File: config.mk
export PLATFORM = sky130hd
export DESIGN_NAME = timer_scheduler_flat
export DESIGN_NICKNAME = d
export VERILOG_FILES = /design/src/rtl/timer_scheduler_if.sv /design/src/rtl/timer_scheduler.sv /design/src/flat_wrapper.sv
export SDC_FILE = /design/constraint.sdc
export NUM_CORES = 1
export LEC_CHECK = 0
export ABC_AREA = 1
export CAP_MARGIN = 20
export CORE_ASPECT_RATIO = 1.5
export CORE_MARGIN = 5
export CORE_UTILIZATION = 60
export DETAILED_ROUTE_END_ITERATION = 8
export PLACE_DENSITY = 0.87
export SYNTH_ARGS = -nofsm -noshare
export SYNTH_HDL_FRONTEND = slang
export SYNTH_SLANG_ARGS = --single-unit
export TNS_END_PERCENT = 50
File: constraint.sdc
create_clock -name clk -period 8.1 [get_ports clk]
set_input_delay 1.62 -clock clk [delete_from_list [all_inputs] [get_ports clk]]
set_output_delay 1.62 -clock clk [all_outputs]
set_load 0.005 [all_outputs]
File: src/rtl/timer_scheduler_if.sv
// Request/acknowledge and status bundle between the timer scheduler and its requesters.
interface timer_scheduler_if #(
  parameter int WIDTH = 16
);
  logic               msTick;
  logic [3:0]         req;
  logic [4*WIDTH-1:0] reqPeriod;
  logic [3:0]         reqPeriodic;
  logic [3:0]         cancel;
  logic [3:0]         ack;
  logic [3:0]         active;
  logic [3:0]         expire;

  modport master (
    output msTick, req, reqPeriod, reqPeriodic, cancel,
    input  ack, active, expire
  );

  modport slave (
    input  msTick, req, reqPeriod, reqPeriodic, cancel,
    output ack, active, expire
  );
endinterface

File: src/rtl/timer_scheduler.sv
// Four-channel millisecond timer: round-robin load arbitration, one-shot or
// auto-reload countdown on msTick rising edges, per-channel cancel.
module timer_scheduler #(
  parameter int WIDTH = 16,
  parameter int NCH   = 4
) (
  input  logic              clk,
  input  logic              reset,
  timer_scheduler_if.slave  bus
);

  localparam int PW = $clog2(NCH);

  typedef logic [WIDTH-1:0] cnt_t;
  typedef logic [PW-1:0]    ptr_t;

  logic             tick_prev_q, tick_prev_d;
  logic             strobe_q, strobe_d;
  ptr_t             rr_ptr_q, rr_ptr_d;
  logic [NCH-1:0]   ack_q, ack_d;
  logic [NCH-1:0]   active_q, active_d;
  logic [NCH-1:0]   expire_q, expire_d;
  logic [NCH-1:0]   periodic_q, periodic_d;
  cnt_t             count_q [NCH];
  cnt_t             count_d [NCH];
  cnt_t             reload_q [NCH];
  cnt_t             reload_d [NCH];

  logic [NCH-1:0]   eligible;
  logic [NCH-1:0]   grant;
  logic             grant_vld;
  ptr_t             grant_idx;
  ptr_t             idx_v;
  cnt_t             period_v;

  // Round-robin search upward from the pointer; pointer arithmetic wraps naturally.
  always_comb begin
    eligible  = bus.req & ~ack_q;
    grant_vld = 1'b0;
    grant_idx = '0;
    idx_v     = '0;
    grant     = '0;
    for (int unsigned k = 0; k < NCH; k++) begin
      idx_v = rr_ptr_q + ptr_t'(k);
      if (!grant_vld && eligible[idx_v]) begin
        grant_vld = 1'b1;
        grant_idx = idx_v;
      end
    end
    if (grant_vld) grant[grant_idx] = 1'b1;
  end

  always_comb begin
    tick_prev_d = bus.msTick;
    strobe_d    = bus.msTick & ~tick_prev_q;
    rr_ptr_d    = grant_vld ? grant_idx + ptr_t'(1) : rr_ptr_q;
    ack_d       = grant;
    expire_d    = '0;
    active_d    = active_q;
    periodic_d  = periodic_q;
    count_d     = count_q;
    reload_d    = reload_q;
    period_v    = '0;
    for (int unsigned i = 0; i < NCH; i++) begin
      period_v = bus.reqPeriod[i*WIDTH +: WIDTH];
      if (grant[i]) begin
        count_d[i]    = period_v;
        reload_d[i]   = period_v;
        periodic_d[i] = bus.reqPeriodic[i];
        active_d[i]   = (period_v != '0);
      end else if (strobe_q && active_q[i] && !bus.cancel[i]) begin
        if (count_q[i] > cnt_t'(1)) begin
          count_d[i] = count_q[i] - cnt_t'(1);
        end else begin
          expire_d[i] = 1'b1;
          if (periodic_q[i]) count_d[i] = reload_q[i];
          else               active_d[i] = 1'b0;
        end
      end
      // Cancel overrides both a concurrent load and a pending expiry.
      if (bus.cancel[i]) active_d[i] = 1'b0;
    end
  end

  always_ff @(posedge clk or posedge reset) begin
    if (reset) begin
      tick_prev_q <= 1'b1;
      strobe_q    <= 1'b0;
      rr_ptr_q    <= '0;
      ack_q       <= '0;
      active_q    <= '0;
      expire_q    <= '0;
      periodic_q  <= '0;
      for (int unsigned i = 0; i < NCH; i++) begin
        count_q[i]  <= '0;
        reload_q[i] <= '0;
      end
    end else begin
      tick_prev_q <= tick_prev_d;
      strobe_q    <= strobe_d;
      rr_ptr_q    <= rr_ptr_d;
      ack_q       <= ack_d;
      active_q    <= active_d;
      expire_q    <= expire_d;
      periodic_q  <= periodic_d;
      count_q     <= count_d;
      reload_q    <= reload_d;
    end
  end

  assign bus.ack    = ack_q;
  assign bus.active = active_q;
  assign bus.expire = expire_q;

endmodule
File: src/flat_wrapper.sv
// flat-port wrapper written by rule: the top's interface ports become plain ports
module timer_scheduler_flat 
#(
  parameter int WIDTH = 16,
  parameter int NCH   = 4
)
  (clk, reset, bus_msTick, bus_req, bus_reqPeriod, bus_reqPeriodic, bus_cancel, bus_ack, bus_active, bus_expire);
  timer_scheduler_if #(.WIDTH(WIDTH)) bus_i ();
  input  logic clk;
  input  logic reset;
  input wire logic [$bits(bus_i.msTick)-1:0] bus_msTick;
  input wire logic [$bits(bus_i.req)-1:0] bus_req;
  input wire logic [$bits(bus_i.reqPeriod)-1:0] bus_reqPeriod;
  input wire logic [$bits(bus_i.reqPeriodic)-1:0] bus_reqPeriodic;
  input wire logic [$bits(bus_i.cancel)-1:0] bus_cancel;
  output wire logic [$bits(bus_i.ack)-1:0] bus_ack;
  output wire logic [$bits(bus_i.active)-1:0] bus_active;
  output wire logic [$bits(bus_i.expire)-1:0] bus_expire;
  assign bus_i.msTick = bus_msTick;
  assign bus_i.req = bus_req;
  assign bus_i.reqPeriod = bus_reqPeriod;
  assign bus_i.reqPeriodic = bus_reqPeriodic;
  assign bus_i.cancel = bus_cancel;
  assign bus_ack = bus_i.ack;
  assign bus_active = bus_i.active;
  assign bus_expire = bus_i.expire;
  timer_scheduler #(.WIDTH(WIDTH), .NCH(NCH)) u_core (.clk(clk), .reset(reset), .bus(bus_i));
endmodule
==> flow_metrics.tcl <==
set metrics [dict create \
    area_growth_pct 17.7 \
    port_buffers 90 \
    synth_top_family_by_area "simple AND/OR/NAND/NOR gates" \
    synth_warnings 0 \
    place_inst 1599 \
    die_w_um 110 \
    fillerInstances 1281 \
    mostFrequentLayoutCell "nand2_1" \
    vias_per_cell 5.50 \
    hold_class "reg2reg" \
    synthSimpleGateAreaFrac_pct 42.4 \
    clkSinkCount 148 \
    cts_tree "done" \
    wl_per_cell_um 14.4 \
    synth_ff_type "dfrtp_1" \
    postCtsResizedCells 0 \
    layout-drive-gt1-share_pct 3.77 \
    fmax_ghz 0.216 \
    core-area_mm2 0.0150 \
    multiInputGateArea_mm2 0.00464 \
    dp_hpwl_um 16600 \
    antenna_found_initial 1 \
    finalNetCount 1512 \
    final_cell_mix "nand2_1 (502), nand3_1 (211), dfrtp_1 (147)" \
    antenna-diode-count 0 \
    dieArea_mm2 0.0177 \
    place_congestion 0.918 \
    netlist_area_mm2 0.00907 \
    path_clk_slew_ns 0.06 \
    gr-total-overflow 0 \
    cp-end-kind "flop" \
    synth_edf_count 0 \
    setup_viol 0 \
    slew_headroom_pct 41.3 \
    crit_type "in2reg" \
    synth.ff_latch_count 148 \
    stdcell_count 1633 \
    crit_path_start_kind "input port" \
    dpl_cell_area_mm2 0.0100 \
    grt_usage_pct 27.0 \
    post_cts_buffers 0 \
    grt_pass1_vias 8770 \
    first_iter_violations 513 \
    die_h_um 161 \
    finalSetupTns_ns 0 \
    tightest_slew_ns 0.879 \
    insertion_delay_ns 0.43 \
    critPathMaxFanout 27 \
    total_leakage_power_uw 0.00553 \
    rsz0062_at_grt "false" \
    yosys-top-cells-area "dfrtp_1 (41%), nand2_1 (21%), nand3_1 (12%)" \
    cts_hold_repair.buffers 0 \
    ctsLongestPathBuffers 2 \
    io_pins 91 \
    async_reset_ff_share_pct 100 \
    row_count 55 \
    synthMuxAreaShare_pct 0 \
    arrival_ns 5.00 \
    drv_cap 0 \
    grt_pass1_wl_um 40000 \
    synth_compound_area_share_pct 5.16 \
    maxSlewViolCount 0 \
    syn_inst 1348 \
    ir_worst_vdd_mv 0.250 \
    ff_latch_area_mm2 0.00370 \
    power.density_mw_per_mm2 480 \
    syn-num-nets 1439 \
    synth_xor_area_share_pct 1.83 \
    fin_worst_skew_ns 0.00820 \
    wl_um 23500 \
    finalHoldViolations 0 \
    htreeDepth 4 \
    status "finished clean" \
    drc_errors 0 \
    ant_nets 0 \
    clockRootBuffer "clkbuf_16" \
    vias 8981 \
    ys_seq_area_share_pct 40.8 \
    synthAdderAreaFrac_pct 1.65 \
    initial_utilization_pct 60.5 \
    drt_pass1_iterations 6 \
    grt_max_degree 81 \
    yosysUniqueCellTypes 34 \
    synth_top_area_share_pct 40.5 \
    avgSynthCellArea_um2 6.73 \
    period_needed_ns 4.64 \
    final_area_mm2 0.0107 \
    cts_buffers 17 \
    critPathRequiredTime_ns 8.46 \
    period_share_pct 57.3 \
    synth_top_cell_by_area "dfrtp_1" \
]
cell families after synthesis:
family,count (synthesis)
AO/OA/AOI/OAI,90
XOR/XNOR,19
AND/OR/NAND/NOR,906
adder cells (fa/ha/maj),12
buffers and inverters,173
flip-flops,148
critical path, stage by stage:
cell,delay (ns)
clkdlybuf4s50_1,0.42
nand3_1,0.13
nand3_1,0.09
nand2_1,0.19
inv_1,0.09
nor2_1,0.17
nor2_1,0.06
nand2_1,0.08
nand2_1,0.09
inv_1,0.11
ha_1,0.53
nand2_1,0.58
buf_4,0.42
inv_2,0.20
nand2_1,0.11
nand3_1,0.10
final cells by class:
| cell class | count | share of cell area, % |
|---|---|---|
| multi-input combinational | 1027 | 43.4 |
| clock buffer | 20 | 4.09 |
| clock inverter | 12 | 1.68 |
| tap | 199 | 2.33 |
| sequential | 148 | 34.7 |
| timing repair buffer | 96 | 9.12 |
| inverter | 131 | 4.68 |
synth_stat cells (2+ instances only):
master    number
nand2_1      502
nand3_1      211
dfrtp_1      147
nor2_1       140
inv_1        126
o21ai_0       56
buf_2         22
o21ai_1       21
nand3b_1      17
nor4_1        13
xor2_1        13
ha_1          12
buf_4          8
clkbuf_1       7
nand4_1        6
xnor2_1        6
a21oi_1        5
nor3_1         5
inv_2          4
a31oi_1        3
buf_6          3
nand2_2        3
nor2_4         3
o21bai_1       3
buf_1          2
nand3_2        2
path summary, 6_finish.rpt:
check                           slack (ns)                            from  cells past startpoint                        endpoint
worst max-delay path                  3.46                      bus_req[3]                     16  u_core.count_q[10]$_DFFE_PP0P_
worst min-delay path                  0.47  u_core.reload_q[1]$_DFFE_PP0P_                      2  u_core.reload_q[1]$_DFFE_PP0P_
worst max register to register        4.46  u_core.rr_ptr_q[0]$_DFFE_PP0N_                     16  u_core.count_q[10]$_DFFE_PP0P_
worst min register to register        0.47  u_core.reload_q[1]$_DFFE_PP0P_                      2  u_core.reload_q[1]$_DFFE_PP0P_
max in group asynchronous             5.06                           reset                      3  u_core.count_q[31]$_DFFE_PP0P_
min in group asynchronous             1.70                           reset                      2  u_core.bus.expire[0]$_DFF_PP0_
power breakdown:
part | total [uW] | leakage, uW | switching (uW) | internal (uW)
clock network | 834 | 0.000291 | 318 | 516
registers | 1420 | 0.00184 | 283 | 1130
logic | 2870 | 0.00340 | 1900 | 973
metrics by stage:
stage	power [uW]	hold WS [ns]	util (%)	worst slack, ns
after floorplan	3660	0.437	-	2.50
after global placement	4070	0.453	66.8	3.21
after detailed placement	4190	0.456	66.8	3.06
after CTS	5050	0.470	70.9	3.51
after global routing	5640	0.488	71.2	3.17
final	5120	0.469	71.2	3.46
layer usage:
metal  vias up  global-route usage [%]  share of wire, %
li1       4442                       -                 -
met1      4138                    31.3                39
met2       325                    47.9                51
met3        74                    5.69               6.7
met4         2                    11.9               3.3
met5         -                       0             0.085
registers in the layout (all words and copies together) (netlist names):
register,cells
u_core.reload_q,64
u_core.tick_prev_q,1
u_core.periodic_q,4
u_core.rr_ptr_q,2
u_core.strobe_q,1
u_core.bus.ack,4
u_core.bus.expire,4
u_core.bus.active,4
u_core.count_q,64
Power figures use the tool's default switching activity.
